===== src/rtl/regfile_bist.sv =====
// regfile_bist: DEPTH x WIDTH register file (1 write, 2 registered read ports)
// with a built-in write/read-back sweep engine reporting pass and error count.
module regfile_bist #(
    parameter int unsigned WIDTH    = 32,
    parameter int unsigned DEPTH    = 16,
    parameter int unsigned AW       = 4,
    parameter bit          ZERO_REG = 1'b0,
    parameter int unsigned ECW      = 8
) (
    input  logic             clk,
    input  logic             rst,
    input  logic             start,
    input  logic             mode,
    input  logic             we,
    input  logic [AW-1:0]    waddr,
    input  logic [WIDTH-1:0] wdata,
    input  logic [AW-1:0]    raddr0,
    output logic [WIDTH-1:0] rdata0,
    input  logic [AW-1:0]    raddr1,
    output logic [WIDTH-1:0] rdata1,
    output logic             busy,
    output logic             flag,
    output logic             pass,
    output logic [ECW-1:0]   err_cnt,
    output logic [WIDTH-1:0] data
);

    typedef enum logic [1:0] {IDLE, WRITE, READ, DONE} state_t;

    localparam logic [AW-1:0] LAST = AW'(DEPTH - 1);

    state_t           state, state_nx;
    logic [AW-1:0]    ptr;
    logic             mode_q;
    logic             issue_done;
    logic             cmp_vld;
    logic [AW-1:0]    cmp_addr;
    logic [WIDTH-1:0] sweep_q;
    logic [WIDTH-1:0] mem [DEPTH];

    logic             sw_we, ext_we, issue;
    logic             mem_we;
    logic [AW-1:0]    mem_wa;
    logic [WIDTH-1:0] mem_wd;
    logic [WIDTH-1:0] rd0, rd1, rds;

    function automatic logic [WIDTH-1:0] pat(input logic [AW-1:0] a, input logic m);
        logic [WIDTH-1:0] p;
        p = WIDTH'(a);
        if (m) p = ~p;
        if (ZERO_REG && a == '0) p = '0;
        return p;
    endfunction

    always_comb begin
        state_nx = state;
        sw_we    = 1'b0;
        ext_we   = 1'b0;
        issue    = 1'b0;
        case (state)
            IDLE, DONE: begin
                ext_we = we;
                if (start) state_nx = WRITE;
            end
            WRITE: begin
                sw_we = 1'b1;
                if (ptr == LAST) state_nx = READ;
            end
            READ: begin
                issue = !issue_done;
                // one drain cycle after the last issue lets its compare land
                if (issue_done) state_nx = DONE;
            end
            default: state_nx = IDLE;
        endcase
    end

    always_comb begin
        mem_we = sw_we | ext_we;
        mem_wa = sw_we ? ptr : waddr;
        mem_wd = sw_we ? pat(ptr, mode_q) : wdata;
        rd0    = (ZERO_REG && raddr0 == '0) ? '0 : mem[raddr0];
        rd1    = (ZERO_REG && raddr1 == '0) ? '0 : mem[raddr1];
        rds    = (ZERO_REG && ptr == '0)    ? '0 : mem[ptr];
    end

    assign busy = (state == WRITE) || (state == READ);

    always_ff @(posedge clk or negedge rst) begin
        if (!rst) begin
            for (int unsigned i = 0; i < DEPTH; i++) mem[i] <= '0;
        end else if (mem_we && !(ZERO_REG && mem_wa == '0)) begin
            mem[mem_wa] <= mem_wd;
        end
    end

    always_ff @(posedge clk or negedge rst) begin
        if (!rst) begin
            rdata0 <= '0;
            rdata1 <= '0;
        end else begin
            rdata0 <= rd0;
            rdata1 <= rd1;
        end
    end

    always_ff @(posedge clk or negedge rst) begin
        if (!rst) state <= IDLE;
        else      state <= state_nx;
    end

    always_ff @(posedge clk or negedge rst) begin
        if (!rst) begin
            ptr        <= '0;
            mode_q     <= 1'b0;
            issue_done <= 1'b0;
            cmp_vld    <= 1'b0;
            cmp_addr   <= '0;
            sweep_q    <= '0;
            flag       <= 1'b0;
            pass       <= 1'b0;
            err_cnt    <= '0;
            data       <= '0;
        end else begin
            cmp_vld <= issue;
            if (issue) begin
                sweep_q  <= rds;
                cmp_addr <= ptr;
            end
            case (state)
                IDLE, DONE: begin
                    // flag/pass register one cycle after DONE entry so the final compare is counted
                    if (state == DONE) begin
                        flag <= 1'b1;
                        pass <= (err_cnt == '0);
                    end
                    if (start) begin
                        ptr        <= '0;
                        err_cnt    <= '0;
                        flag       <= 1'b0;
                        pass       <= 1'b0;
                        mode_q     <= mode;
                        issue_done <= 1'b0;
                    end
                end
                WRITE: ptr <= (ptr == LAST) ? '0 : ptr + AW'(1);
                READ: begin
                    if (!issue_done) begin
                        if (ptr == LAST) issue_done <= 1'b1;
                        else             ptr        <= ptr + AW'(1);
                    end
                end
                default: ;
            endcase
            if (cmp_vld) begin
                data <= sweep_q;
                if (sweep_q != pat(cmp_addr, mode_q) && err_cnt != '1)
                    err_cnt <= err_cnt + ECW'(1);
            end
        end
    end

endmodule


===== config.mk =====
export PLATFORM = sky130hd
export DESIGN_NAME = regfile_bist
export DESIGN_NICKNAME = d
export VERILOG_FILES = /design/src/rtl/regfile_bist.sv
export SDC_FILE = /design/constraint.sdc
export NUM_CORES = 1
export LEC_CHECK = 0
export ABC_AREA = 0
export ABC_CLOCK_PERIOD_IN_PS = 2500
export BUFFER_PORTS_ARGS = -buffer_cell sky130_fd_sc_hd__buf_2
export CORE_ASPECT_RATIO = 0.6
export CORE_MARGIN = 2
export CORE_UTILIZATION = 60
export DETAILED_ROUTE_END_ITERATION = 10
export HOLD_SLACK_MARGIN = 0.02
export PLACE_DENSITY_LB_ADDON = 0.25
export SETUP_SLACK_MARGIN = 0.4
export SYNTH_ARGS = -nofsm -noshare
export SYNTH_HDL_FRONTEND = slang
export SYNTH_SLANG_ARGS = --single-unit
export TNS_END_PERCENT = 5

===== constraint.sdc =====
create_clock -name clk -period 2.5 [get_ports clk]
set_input_delay 0.125 -clock clk [delete_from_list [all_inputs] [get_ports clk]]
set_output_delay 0.125 -clock clk [all_outputs]
set_load 0.01 [all_outputs]

=== After elaboration in Yosys (flattened, before gate mapping) ===
Cells that the tools add are included.

* Flip-flop bits (word level): 663
* Input port bits: 49
* Output and inout bits: 107
* Logic and storage cells: 109

* Add/sub/neg operators: 2
* Magnitude comparators: 5
* Equal/unequal tests: 11
* Muxes and demuxes: 41
* Bitwise gates (word level): 7
* Reduce and logical (&&, ||, !) cells: 14

{| class="wikitable"
|+ Operator list
! kind !! number
|-
| bitwise mux 512 bit || 1
|-
| binary-select mux 32 bit (select 4 bit) || 3
|-
| 2-to-1 mux 32 bit || 11
|-
| demux 32 bit (select 4 bit) || 1
|-
| NOT 4 -> 32 bit || 2
|-
| 2-to-1 mux 8 bit || 4
|-
| inequality test 32 bit || 1
|-
| greater-or-equal comparator 5 bit, second input constant || 4
|-
| 2-to-1 mux 4 bit || 5
|-
| NOT 4 -> 5 bit || 4
|-
| case mux 4 bit (3 select lines) || 1
|-
| 2-to-1 mux 1 bit || 10
|-
| inequality test 2 bit, second input constant || 5
|-
| adder 8 x 1 -> 8 bit, second input constant || 1
|-
| zero test 8 bit || 1
|-
| inequality test 8 bit, second input constant || 1
|-
| 2-to-1 mux 2 bit || 3
|-
| case mux 2 bit (3 select lines) || 1
|-
| AND reduction 2 bit || 3
|-
| AND reduction 3 bit || 2
|-
| < comparator 5 x 1 -> 1 bit, second input constant || 1
|-
| adder 4 x 1 -> 4 bit, second input constant || 1
|-
| == test 2 bit, second input constant || 2
|-
| == test 4 bit, second input constant || 1
|-
| other kinds (9) || 11
|}

=== Longest topological paths before layout ===
* Depth after elaboration: 9
* Mapped depth: 11
* Gate-level depth less buffers: 8

=== Worst setup path before layout ===
No wires, ideal clock.

* Path type: reg2reg
* From: register ptr[1]
* To: register sweep_q[10]
* Setup time: 0.125 ns
* Arrival time: 2.087 ns
* Required time: 2.375 ns
* Path slack: 0.289 ns
* Stages on the path, launching flop included: 7
* Buffers on the path: 3
* Period minus slack after synthesis: 2.211 ns
* Cells stage by stage: dfrtp_1 > buf_2 > buf_2 > clkbuf_1 > mux4_2 > mux4_2 > mux2_2

* Word-level cells in the longest chain between the ends: 4

{| class="wikitable"
|+ RTL lines
! what !! RTL line !! text
|-
| start, declared || 33 || <nowiki>logic [AW-1:0] ptr;</nowiki>
|-
| start signal, assigned || 146 || <nowiki>WRITE: ptr <= (ptr == LAST) ? '0 : ptr + AW'(1);</nowiki>
|-
| start signal, assigned || 150 || <nowiki>else ptr <= ptr + AW'(1);</nowiki>
|-
| NOT 4 -> 5 bit (implied by the code) || 84 || <nowiki>rds = (ZERO_REG && ptr == '0) ? '0 : mem[ptr];</nowiki>
|-
| binary-select mux 32 bit (select 4 bit) || 84 ||
|-
| 2-to-1 mux 32 bit (implied by the code) (2 in series) || 84 ||
|-
| end signal, assigned || 127 || <nowiki>sweep_q <= rds;</nowiki>
|-
| end, declared || 38 || <nowiki>logic [WIDTH-1:0] sweep_q;</nowiki>
|}

Every way passes these cells. The select of a mux whose other input is x is not followed.
A chain may end at the register's enable or synchronous reset.

=== Final worst setup path ===
* From: register ptr[0]
* To: register sweep_q[19]

The elaborated chain is that of the path after synthesis.

==> key figures <==
Status
  • Status: completed

Floorplan
  • Die height: 191 um
  • Starting Density: 0.608
  • Width of the die: 316 um
  • Core area: 0.0576 mm2
  • IO Count: 156
  • Row Count: 68
  • Die Area: 0.0604 mm2

Power
  • Peak supply drop: 715 uV
  • Power density over the cells: 1290 mW/mm2
  • Tot Pwr: 0.0539 W
  • Leak: 17.6 nW

Yosys
  • Avg Inst Size Synth: 12.9 um2
  • Netlist cell types: 42
  • Post-synth top area cell: dfrtp_1
  • Synth top area share: 0.474
  • Mapped cell area: 0.0350 mm2
  • Syn. warnings: 0
  • Post-Syn Nets: 2774
  • Commonest cells in the netlist: dfrtp_1, mux4_2, nand2_1
  • Ys flop type: dfrtp_1
  • Mapped Cells: 2718
  • Number of synthesized flops with an enable pin: 0
  • Register area share after synthesis: 0.474
  • Post-synth ARST share: 1.00
  • Most common cell in the netlist: dfrtp_1
  • Synth top area cells: dfrtp_1, mux4_2, o21ai_0
  • FF+latch count, synth: 663

Clock tree
  • CTS Buffer Depth: 3
  • Clock H-tree levels: 2
  • Clock Tree Root: clkbuf_16
  • CTS Buf Count: 61
  • TritonCTS clock tree: built
  • Clk_lat worst skew: 0.64 ns
  • Clock slew at reported path FFs: 0.07 ns
  • # clock sinks: 663

Route
  • Initial DRC Count: 3979
  • Post-DR wirelength/cell: 30.4 um
  • Detail Route Antenna Nets: 0
  • Routed wire length: 115 mm
  • Pre-antenna DRT Iters: 5
  • Vias per cell: 7.09
  • DRC: 0
  • Vias after detailed routing: 26800

Timing
  • Hold Vio Cnt, Final: 0
  • Fin. max-slew vios: 0
  • Max Clk Rate: 408 MHz
  • Final setup viols: 0
  • Worst Skew: 0.0172 ns
  • Actual slew at the worst max-slew pin: 0.644 ns
  • Period Utilization, post-route: 0.981
  • RSZ-0062 raised after global routing: yes
  • Final Critical Period: 2.45 ns
  • Slew headroom: 0.571

Placed design
  • DP Wirelength: 67.7 mm
  • # port buffers: 155
  • GP Congestion: 0.926

Critical path
  • FF-to-FF path depth: 5
  • Setup crit start kind: flip-flop
  • Crit path required time: 3.03 ns
  • CP peak stage delay: 0.59 ns
  • Slowest-stage cell, CP: mux4_2
  • Crit path depth: 5
  • R2R Setup Slk: 0.05 ns
  • Delay-heaviest family, CP: multiplexers
  • Worst EP arrival: 2.99 ns
  • Crit Reg-Reg Endpoint: sweep_q[19]
  • Crit-path cells: buf_12 > buf_12 > mux4_2 > mux4_2 > mux2_2
  • Max FO, Critical Path: 7
  • CP Launch Point: ptr[0]
  • Crit path to: sweep_q[19]
  • Nature of the critical path endpoint: flip-flop
  • Buf/Inv on CP: 2
  • Crit Path Category: reg -> reg
  • Worst R2R Start: ptr[0]

Job
  • Maxcap violations: 0

Layout
  • Final core utilization: 0.723
  • NumNets Final: 2999
  • P&R area growth vs syn: 18.8%
  • Share of layout cells above drive strength 1: 0.374

Hold path
  • Hold Path Class: in -> async

Global routing
  • Gr ovfl total: 0
  • First-pass GRT wire length: 167 mm
  • Pin count of the biggest net entering global routing: 94
  • Initial antenna violation count: 3
  • Number of global-route vias before repair: 26900
  • Total GRT Usage: 0.374
## layout make-up
| cell class | instances | area, um2 |
|---|---|---|
| clock buffers | 75 | 1690 |
| inverters | 16 | 63.8 |
| diodes | 7 | 17.5 |
| flip-flops and latches | 663 | 16600 |
| clock inverters | 41 | 520 |
| fillers | 3515 | 16000 |
| repair buffers | 426 | 4050 |
| multi-input cells | 1775 | 17700 |
| well taps | 770 | 963 |
## worst min-delay path by stage
stage / start / end / slack (ns) / depth (start not counted)
finish: rst / mem[44] / 0.05 / 2
global route: rst / mem[44] / 0.07 / 2
CTS: rst / mem[44] / 0.04 / 2
detailed placement: rst / mem[44] / 0.12 / 1
global placement: rst / mem[44] / 0.12 / 1
floorplan: rst / cmp_addr[0] / -0.17 / 0
## cells by family (layout without fill, tap and decap cells)
| kind of cell | after synthesis | after routing | share of synthesized area |
|---|---|---|---|
| xor gates and xnor gates | 10 | 10 | 0.00250 |
| buffers and inverters | 280 | 558 | 0.0337 |
| and+or+nand+nor | 609 | 609 | 0.0687 |
| DFF | 663 | 663 | 0.474 |
| AOI/OAI and AO/OA | 597 | 597 | 0.0874 |
| other | 0 | 7 | 0 |
| adders and majority gates | 7 | 7 | 0.00250 |
| muxes | 552 | 552 | 0.332 |
## placed cells by master (no fill, tap or decap), types with 13 or more instances in the layout
master | synthesis | routed
a21oi_1 | 180 | 169
buf_12 | 0 | 56
buf_2 | 55 | 150
buf_4 | 0 | 145
buf_6 | 8 | 17
clkbuf_16 | 0 | 73
clkinv_2 | 0 | 16
dfrtp_1 | 663 | 658
dlygate4sd3_1 | 0 | 35
inv_1 | 16 | 14
mux2_2 | 69 | 63
mux4_2 | 480 | 480
nand2_1 | 397 | 389
nor2_1 | 157 | 146
o21ai_0 | 383 | 375
o21ai_1 | 10 | 13
## per-layer routing
layer / vias to the layer above / wire (um) / GRT usage
met1: 13500 / 40700 / 0.516
met2: 2187 / 50700 / 0.539
met4: 4 / 4940 / 0.154
met5: - / 28 / 0
met3: 376 / 18300 / 0.147
li1: 10700 / - / -
## registers in the layout, summed over array words and instances (netlist names)
name / cells
cmp_addr: 4
cmp_vld: 1
data: 32
err_cnt: 8
flag: 1
issue_done: 1
mem: 512
mode_q: 1
pass: 1
ptr: 4
rdata0: 32
rdata1: 32
state: 2
sweep_q: 32
## metrics by stage
step                setup TNS [ns]  instances  hold slack (ns)  setup WS [ns]  cell area [um2]
floorplan                        0       2718           -0.171          0.370            35100
global placement             -1.10       3547            0.120         -0.206            37600
detailed placement           -3.44       3547            0.120         -0.301            37600
CTS                              0       3721           0.0424          0.155            40700
global route                     0       3767           0.0684         0.0340            41600
finish                           0       3773           0.0475         0.0467            41600
## what timing repair did
item / in CTS / in global routing
hold buffers: 35 / 0
pin swaps: 12 / 6
resized for setup: 54 / 72
setup endpoints to repair: 553 / 524
endpoints found under the hold margin: 940 / 0
cloned: 5 / 15
buffers inserted: 18 / 30
## where the power goes
part	total, W	internal, W	switching [W]
sequential	0.0205	0.0155	0.00495
combinational	0.0230	0.0120	0.0110
clock	0.0104	0.00596	0.00444
Note: power is estimated with default switching activity, not from simulation.
